## config.mk

```make
export PLATFORM = sky130hd
export DESIGN_NAME = ram_port_arbiter
export DESIGN_NICKNAME = d
export VERILOG_FILES = /design/src/rtl/ram_port_arbiter.sv
export SDC_FILE = /design/constraint.sdc
export NUM_CORES = 1
export LEC_CHECK = 0
export ABC_AREA = 1
export CORE_MARGIN = 1
export CORE_UTILIZATION = 42
export DETAILED_ROUTE_END_ITERATION = 8
export GPL_TIMING_DRIVEN = 0
export PLACE_DENSITY = 0.89
export SYNTH_ARGS = -nofsm -noshare
export SYNTH_HDL_FRONTEND = slang
export SYNTH_SLANG_ARGS = --single-unit
```

## constraint.sdc

```tcl
create_clock -name CLK -period 3.7 [get_ports CLK]
set_clock_uncertainty 0.1 [all_clocks]
set_input_delay 0.925 -clock CLK [delete_from_list [all_inputs] [get_ports CLK]]
set_output_delay 0.925 -clock CLK [all_outputs]
set_load 0.02 [all_outputs]
```

## src/rtl/ram_port_arbiter.sv

```systemverilog
// ram_port_arbiter
//   Shares one single-port synchronous RAM (1-cycle read latency, read wins
//   over write, contents not reset) between two requesters, A and B. After
//   reset the RAM is scrubbed to zero. The block then arbitrates round-robin
//   and steers each read return to the requester that issued it.
//
// Ports
//   CLK, RST_N              clock (posedge) and asynchronous active-low reset
//   A_REQ/A_WE/A_ADDR/A_WDATA
//                           requester A command; held until A_GNT
//   A_GNT                   combinational accept, command taken at this edge
//   A_RVALID/A_RDATA        A read return, one-cycle pulse; data 0 otherwise
//   B_*                     same set for requester B
//   RAM_RDEN/RAM_WREN/RAM_ADDR/RAM_WDATA
//                           registered RAM command
//   RAM_RDATA               registered RAM read data
//   INIT_DONE               high once the scrub has completed
module ram_port_arbiter #(
   parameter int ADDR_WIDTH = 12,
   parameter int DATA_WIDTH = 16,
   parameter bit INIT_EN    = 1'b1
) (
   input  logic                  CLK,
   input  logic                  RST_N,
   input  logic                  A_REQ,
   input  logic                  A_WE,
   input  logic [ADDR_WIDTH-1:0] A_ADDR,
   input  logic [DATA_WIDTH-1:0] A_WDATA,
   output logic                  A_GNT,
   output logic                  A_RVALID,
   output logic [DATA_WIDTH-1:0] A_RDATA,
   input  logic                  B_REQ,
   input  logic                  B_WE,
   input  logic [ADDR_WIDTH-1:0] B_ADDR,
   input  logic [DATA_WIDTH-1:0] B_WDATA,
   output logic                  B_GNT,
   output logic                  B_RVALID,
   output logic [DATA_WIDTH-1:0] B_RDATA,
   output logic                  RAM_RDEN,
   output logic                  RAM_WREN,
   output logic [ADDR_WIDTH-1:0] RAM_ADDR,
   output logic [DATA_WIDTH-1:0] RAM_WDATA,
   input  logic [DATA_WIDTH-1:0] RAM_RDATA,
   output logic                  INIT_DONE
);

   localparam logic [0:0] ST_INIT = 1'b0;
   localparam logic [0:0] ST_RUN  = 1'b1;

   logic [0:0]            state;
   logic [ADDR_WIDTH-1:0] scrub_cnt;
   logic                  last_b;      // 1: B was granted most recently
   logic                  run;
   logic                  any_gnt;
   logic                  sel_we;
   logic [ADDR_WIDTH-1:0] sel_addr;
   logic [DATA_WIDTH-1:0] sel_wdata;
   logic                  own_b_p0;
   logic                  vld_p1;
   logic                  own_b_p1;

   // Arbitration: a lone requester always wins; under contention the one
   // not granted last time wins. Nothing is granted while scrubbing.
   assign run     = (state == ST_RUN);
   assign A_GNT   = run & A_REQ & (~B_REQ | last_b);
   assign B_GNT   = run & B_REQ & (~A_REQ | ~last_b);
   assign any_gnt = A_GNT | B_GNT;

   assign sel_we    = B_GNT ? B_WE    : A_WE;
   assign sel_addr  = B_GNT ? B_ADDR  : A_ADDR;
   assign sel_wdata = B_GNT ? B_WDATA : A_WDATA;

   // ---- stage p0: accept edge, winner's command onto the RAM bus ----
   always_ff @(posedge CLK or negedge RST_N) begin
      if (!RST_N) begin
         state     <= INIT_EN ? ST_INIT : ST_RUN;
         scrub_cnt <= '0;
         last_b    <= 1'b1;
         RAM_RDEN  <= 1'b0;
         RAM_WREN  <= 1'b0;
         RAM_ADDR  <= '0;
         RAM_WDATA <= '0;
         own_b_p0  <= 1'b0;
      end else if (state == ST_INIT) begin
         RAM_RDEN  <= 1'b0;
         RAM_WREN  <= 1'b1;
         RAM_ADDR  <= scrub_cnt;
         RAM_WDATA <= '0;
         scrub_cnt <= scrub_cnt + ADDR_WIDTH'(1);
         if (scrub_cnt == '1) begin
            state <= ST_RUN;
         end
      end else begin
         RAM_RDEN <= any_gnt & ~sel_we;
         RAM_WREN <= any_gnt & sel_we;
         if (any_gnt) begin
            RAM_ADDR  <= sel_addr;
            RAM_WDATA <= sel_wdata;
            own_b_p0  <= B_GNT;
            last_b    <= B_GNT;
         end
      end
   end

   // ---- stage p1: RAM samples the read; owner tag follows it ----
   // INIT_DONE is taken from the state one edge late so it rises only after
   // the last scrub write has actually been sampled by the RAM.
   always_ff @(posedge CLK or negedge RST_N) begin
      if (!RST_N) begin
         vld_p1    <= 1'b0;
         own_b_p1  <= 1'b0;
         INIT_DONE <= 1'b0;
      end else begin
         vld_p1    <= RAM_RDEN;
         own_b_p1  <= own_b_p0;
         INIT_DONE <= run;
      end
   end

   // ---- return: RAM read data steered to its owner, zero elsewhere ----
   assign A_RVALID = vld_p1 & ~own_b_p1;
   assign B_RVALID = vld_p1 &  own_b_p1;
   assign A_RDATA  = A_RVALID ? RAM_RDATA : '0;
   assign B_RDATA  = B_RVALID ? RAM_RDATA : '0;

endmodule

```

## Word level (Yosys, flattened, before mapping)

Cells that the tools add are included.

| operators by class | value |
|---|---|
| add/subtract/negate cells | 1 |
| eq/ne operators | 2 |
| muxes and demuxes | 13 |
| bitwise logic cells | 16 |
| reductions and logical operators | 1 |

Operators by type and width:

| cell | count |
|---|---|
| 16-bit two-way mux | 5 |
| 12-bit two-way mux | 3 |
| 12-bit by 1-bit adder with 12-bit output (second input constant) | 1 |
| 12-bit == test (second input constant) | 1 |
| 1-bit bitwise AND | 8 |
| 1-bit two-way mux | 5 |
| 1-bit NOT | 5 |
| 1-bit OR | 3 |
| 2-bit by 1-bit != test with 1-bit output (second input constant) | 1 |
| 2-bit AND reduction | 1 |

| word-level totals | value |
|---|---|
| register bits | 48 |
| bits of input ports | 78 |
| output and inout port bits | 67 |
| logic and storage cells | 44 |

## Longest topological paths before layout

| logic depth | value |
|---|---|
| depth in word-level cells | 7 |
| gate-level depth with buffers | 9 |
| mapped depth without buffers | 8 |

## Worst setup path after synthesis

Ideal clock, no wire load.

| path | value |
|---|---|
| kind | input to output |
| start point | in A_REQ |
| end point | out A_GNT |
| data arrival time | 1.529 ns |
| required time | 2.675 ns |
| setup slack | 1.146 ns |
| stages | 2 |
| buffers on the path | 0 |
| path through | inv_1 > a211oi_1 |

| between the ends | value |
|---|---|
| cells in the longest elaborated chain, start to end | 2 |

RTL lines:

| element | line | text |
|---|---|---|
| start, declared | 25 | `input logic A_REQ,` |
| 1-bit bitwise AND (2 in a row) | 65 | `assign A_GNT = run & A_REQ & (~B_REQ \| last_b);` |
| end, declared | 29 | `output logic A_GNT,` |

No other way between the ends.

## Worst setup path in the final report

| path | value |
|---|---|
| start point | in B_REQ |
| end point | out B_GNT |

| between the ends | value |
|---|---|
| cells in the longest elaborated chain, start to end | 2 |

RTL lines:

| element | line | text |
|---|---|---|
| start, declared | 32 | `input logic B_REQ,` |
| 1-bit bitwise AND (2 in a row) | 66 | `assign B_GNT = run & B_REQ & (~A_REQ \| ~last_b);` |
| end, declared | 36 | `output logic B_GNT,` |

No other way between the ends.

==> metrics.md <==
| Metric | Value |
|---|---|
| Gr usage total | `24.77%` |
| Initial antenna violation count | `0` |
| Ports | `145` |
| Static Leakage | `1.960 nW` |
| Die footprint | `6500 um^2` |
| Leading area contributor after synthesis | `dfrtp_1` |
| CTS tree | `built` |
| Crit-path cells | `clkdlybuf4s50_1 > nand3_4 > inv_4 > buf_6 > clkdlybuf4s50_1` |
| WL/cell | `13.22 um` |
| Syn nets | `424` |
| CP max stage cell | `clkdlybuf4s50_1` |
| Core Region | `5956 um^2` |
| Setup bufs post-CTS | `0` |
| RR Startpoint | `scrub_cnt[0]$_DFFE_PN0N_` |
| Post-route setup slack | `107.2 ps` |
| GR peak layer | `met2` |
| Unique masters post-synth | `28` |
| Final Cycle Share | `97.10%` |
| # rows | `28` |
| DPL Wire Length | `6.134 mm` |
| CTS Buffer Depth | `2` |
| Global-route wire length before repair | `12.41 mm` |
| Synth-to-layout area growth | `63.33%` |
| DR vias/cell | `4.803` |
| Diode count | `0` |
| Met1 Use GR | `26.37%` |
| Fin. Hold Viols | `0` |
| Post-Route WL | `7.577 mm` |
| Final min period | `3593 ps` |
| Worst setup path category | `in -> out` |
| Most frequent cells in the layout | `clkdlybuf4s50_1 (143), nand2_1 (83), nor2_1 (69)` |
| CTS clk-pin slew, worst paths | `90 ps` |
| H-Tree Depth | `2` |
| DRT Pass-1 Iters | `6` |
| Fmax | `278.3 MHz` |
| Slew @ Worst Pin | `472.4 ps` |
| Setup crit start | `B_REQ` |
| Die extent in y | `80.62 um` |
| Via count of the first global-routing pass | `2,824` |
| CP Launch Type | `input port` |
| Worst VDD drop | `0.0001713 V` |
| Status | `finished, final reports clean` |
| DP Worst Slack | `105.6 ps` |
| CP bufs+invs | `4` |
| Most frequent CP cell | `clkdlybuf4s50_1` |
| CTS Sinks | `48` |
| Number of port buffers | `144` |
| Crit path DAT | `2570 ps` |
| Class of the worst hold path | `reg -> reg` |
| Worst-Skew Late Latency | `300 ps` |
| Mean Syn Cell Area | `7.525 um^2` |
| Setup_tns | `0 ps` |
| Register area | `1202 um^2` |
| #FFs+latches synth | `48` |
| RSZ-0062 raised after global routing | `false` |
| Post-CTS sizing | `0` |
| Met3 Use GR | `5.000%` |
| Root Driver | `clkbuf_8` |
| Normalized max-slew margin | `68.51%` |
| Global placer's final weighted congestion | `0.8169` |
| Antenna Nets Post-Route | `0` |
| Synth Instances | `345` |
| Commonest non-fill, non-tap cell in the layout | `clkdlybuf4s50_1` |
| Worst Setup End Kind | `output port` |
| Mapped Area | `2596 um^2` |
| Post-layout nets | `576` |
| CTS Buf Count | `5` |
| Yosys top cell area share | `45.30%` |
| Max Transition Viols Final | `0` |
| Top cell family by delay on the critical path | `buffers and inverters` |
| Min-delay src | `RAM_RDEN$_DFF_PN0_` |
| Post-synthesis sequential area ratio | `46.31%` |
| Initial Utilization | `43.59%` |
| Hold buffers post-CTS | `0` |
| Max FO, Critical Path | `10` |
| Max-cap violations | `0` |
| WP data required | `2670 ps` |
| Setup violations, final | `0` |
| Largest net degree at the start of global routing | `31` |
| Max stage delay on crit path | `620 ps` |
| Initial DRC Count | `117` |
| Met2 Track Usage GR | `47.88%` |
| Multi-input gate area | `1096 um^2` |
| Drc violations | `0` |
| Fillers | `480` |
| GR Overflow Total | `0` |
| Hold WS | `279.7 ps` |
| Via count | `2,752` |
| Die width | `80.62 um` |
| Top cells by area in the synthesized netlist | `dfrtp_1 (45%), nand2_1 (12%), nor2_1 (10%), inv_1 (6.4%), o21ai_1 (5.2%)` |
| Share of post-route cells with drive strength above 1 | `6.827%` |
| Yosys warns | `0` |
| Pwr dens | `227.3 nW/um^2` |
[through the flow]
step / instance area (um^2) / total power (W) / utilization (%) / std cells
after floorplan: 2596 / 0.0005533 / - / 345
after global placement: 4131 / 0.0006463 / 69.37 / 564
after detailed placement: 4146 / 0.0006507 / 69.62 / 565
after CTS: 4240 / 0.0009732 / 71.20 / 573
after global routing: 4240 / 0.0009957 / 71.20 / 573
final: 4240 / 0.0009637 / 71.20 / 573
[final timing paths]
kind	endpoint	slack (ps)	cells past startpoint
min in group asynchronous	RAM_WDATA[7]$_DFFE_PN0P_	470	1
max	B_GNT	110	5
min	vld_p1$_DFF_PN0_	280	0
max reg2reg	scrub_cnt[10]$_DFFE_PN0N_	2170	7
max in group asynchronous	last_b$_DFFE_PN1P_	2450	2
min reg2reg	vld_p1$_DFF_PN0_	280	0
[Yosys cell counts]
cell type	n
nand2_1	83
nor2_1	69
dfrtp_1	47
inv_1	44
o21ai_1	27
o21ai_0	16
a21boi_0	11
nand3_1	7
buf_2	6
buf_6	6
xnor2_1	6
clkbuf_1	2
inv_2	2
inv_4	2
nand3b_1	2
nand4_1	2
xor2_1	2
a211oi_1	1
a21oi_4	1
buf_4	1
dfstp_2	1
ha_1	1
nand2_2	1
nand3_2	1
nand3_4	1
nor2_2	1
nor3_2	1
o21ai_2	1
[layout make-up]
type                    count  area share, %
repair buffers            145          34.35
flip-flops and latches     48          28.36
multi-input cells         234          25.85
inverters                  48          4.367
plain buffers              15          2.656
well taps                  75          2.213
clock buffers               7          2.036
clock inverters             1         0.1770
[kinds of logic after synthesis]
| kind of cell | share of synthesized area (%) |
|---|---|
| compound gates | 12.72 |
| xor+xnor | 2.699 |
| fa+ha+maj | 0.4819 |
| buf+inv | 11.47 |
| flops | 46.31 |
| simple gates | 26.31 |
[power by group]
group / switching [W] / internal (W) / leakage, nW / total, W
clock network: 0.000172 / 0.000152 / 0.0445 / 0.000324
registers: 0.000000298 / 0.000525 / 0.638 / 0.000525
logic: 0.0000357 / 0.0000787 / 1.28 / 0.000114
total: 0.000208 / 0.000756 / 1.96 / 0.000964
[flip-flops by register name (all words and copies together) (netlist names)]
register and flops:
last_b 1, RAM_WDATA 16, vld_p1 1, own_b_p0 1, RAM_WREN 1, RAM_ADDR 12, scrub_cnt 12, INIT_DONE 1
RAM_RDEN 1, own_b_p1 1, run 1
[metal layers]
layer  share of wire [%]  routed length [um]  vias to the layer above
met5                   0                   0                        -
met4                 2.0                 148                        0
met3                 7.7                 580                       16
met2                  52                3960                      109
met1                  38                2888                     1270
li1                    -                   -                     1357
(Power assumes the default switching activity.)
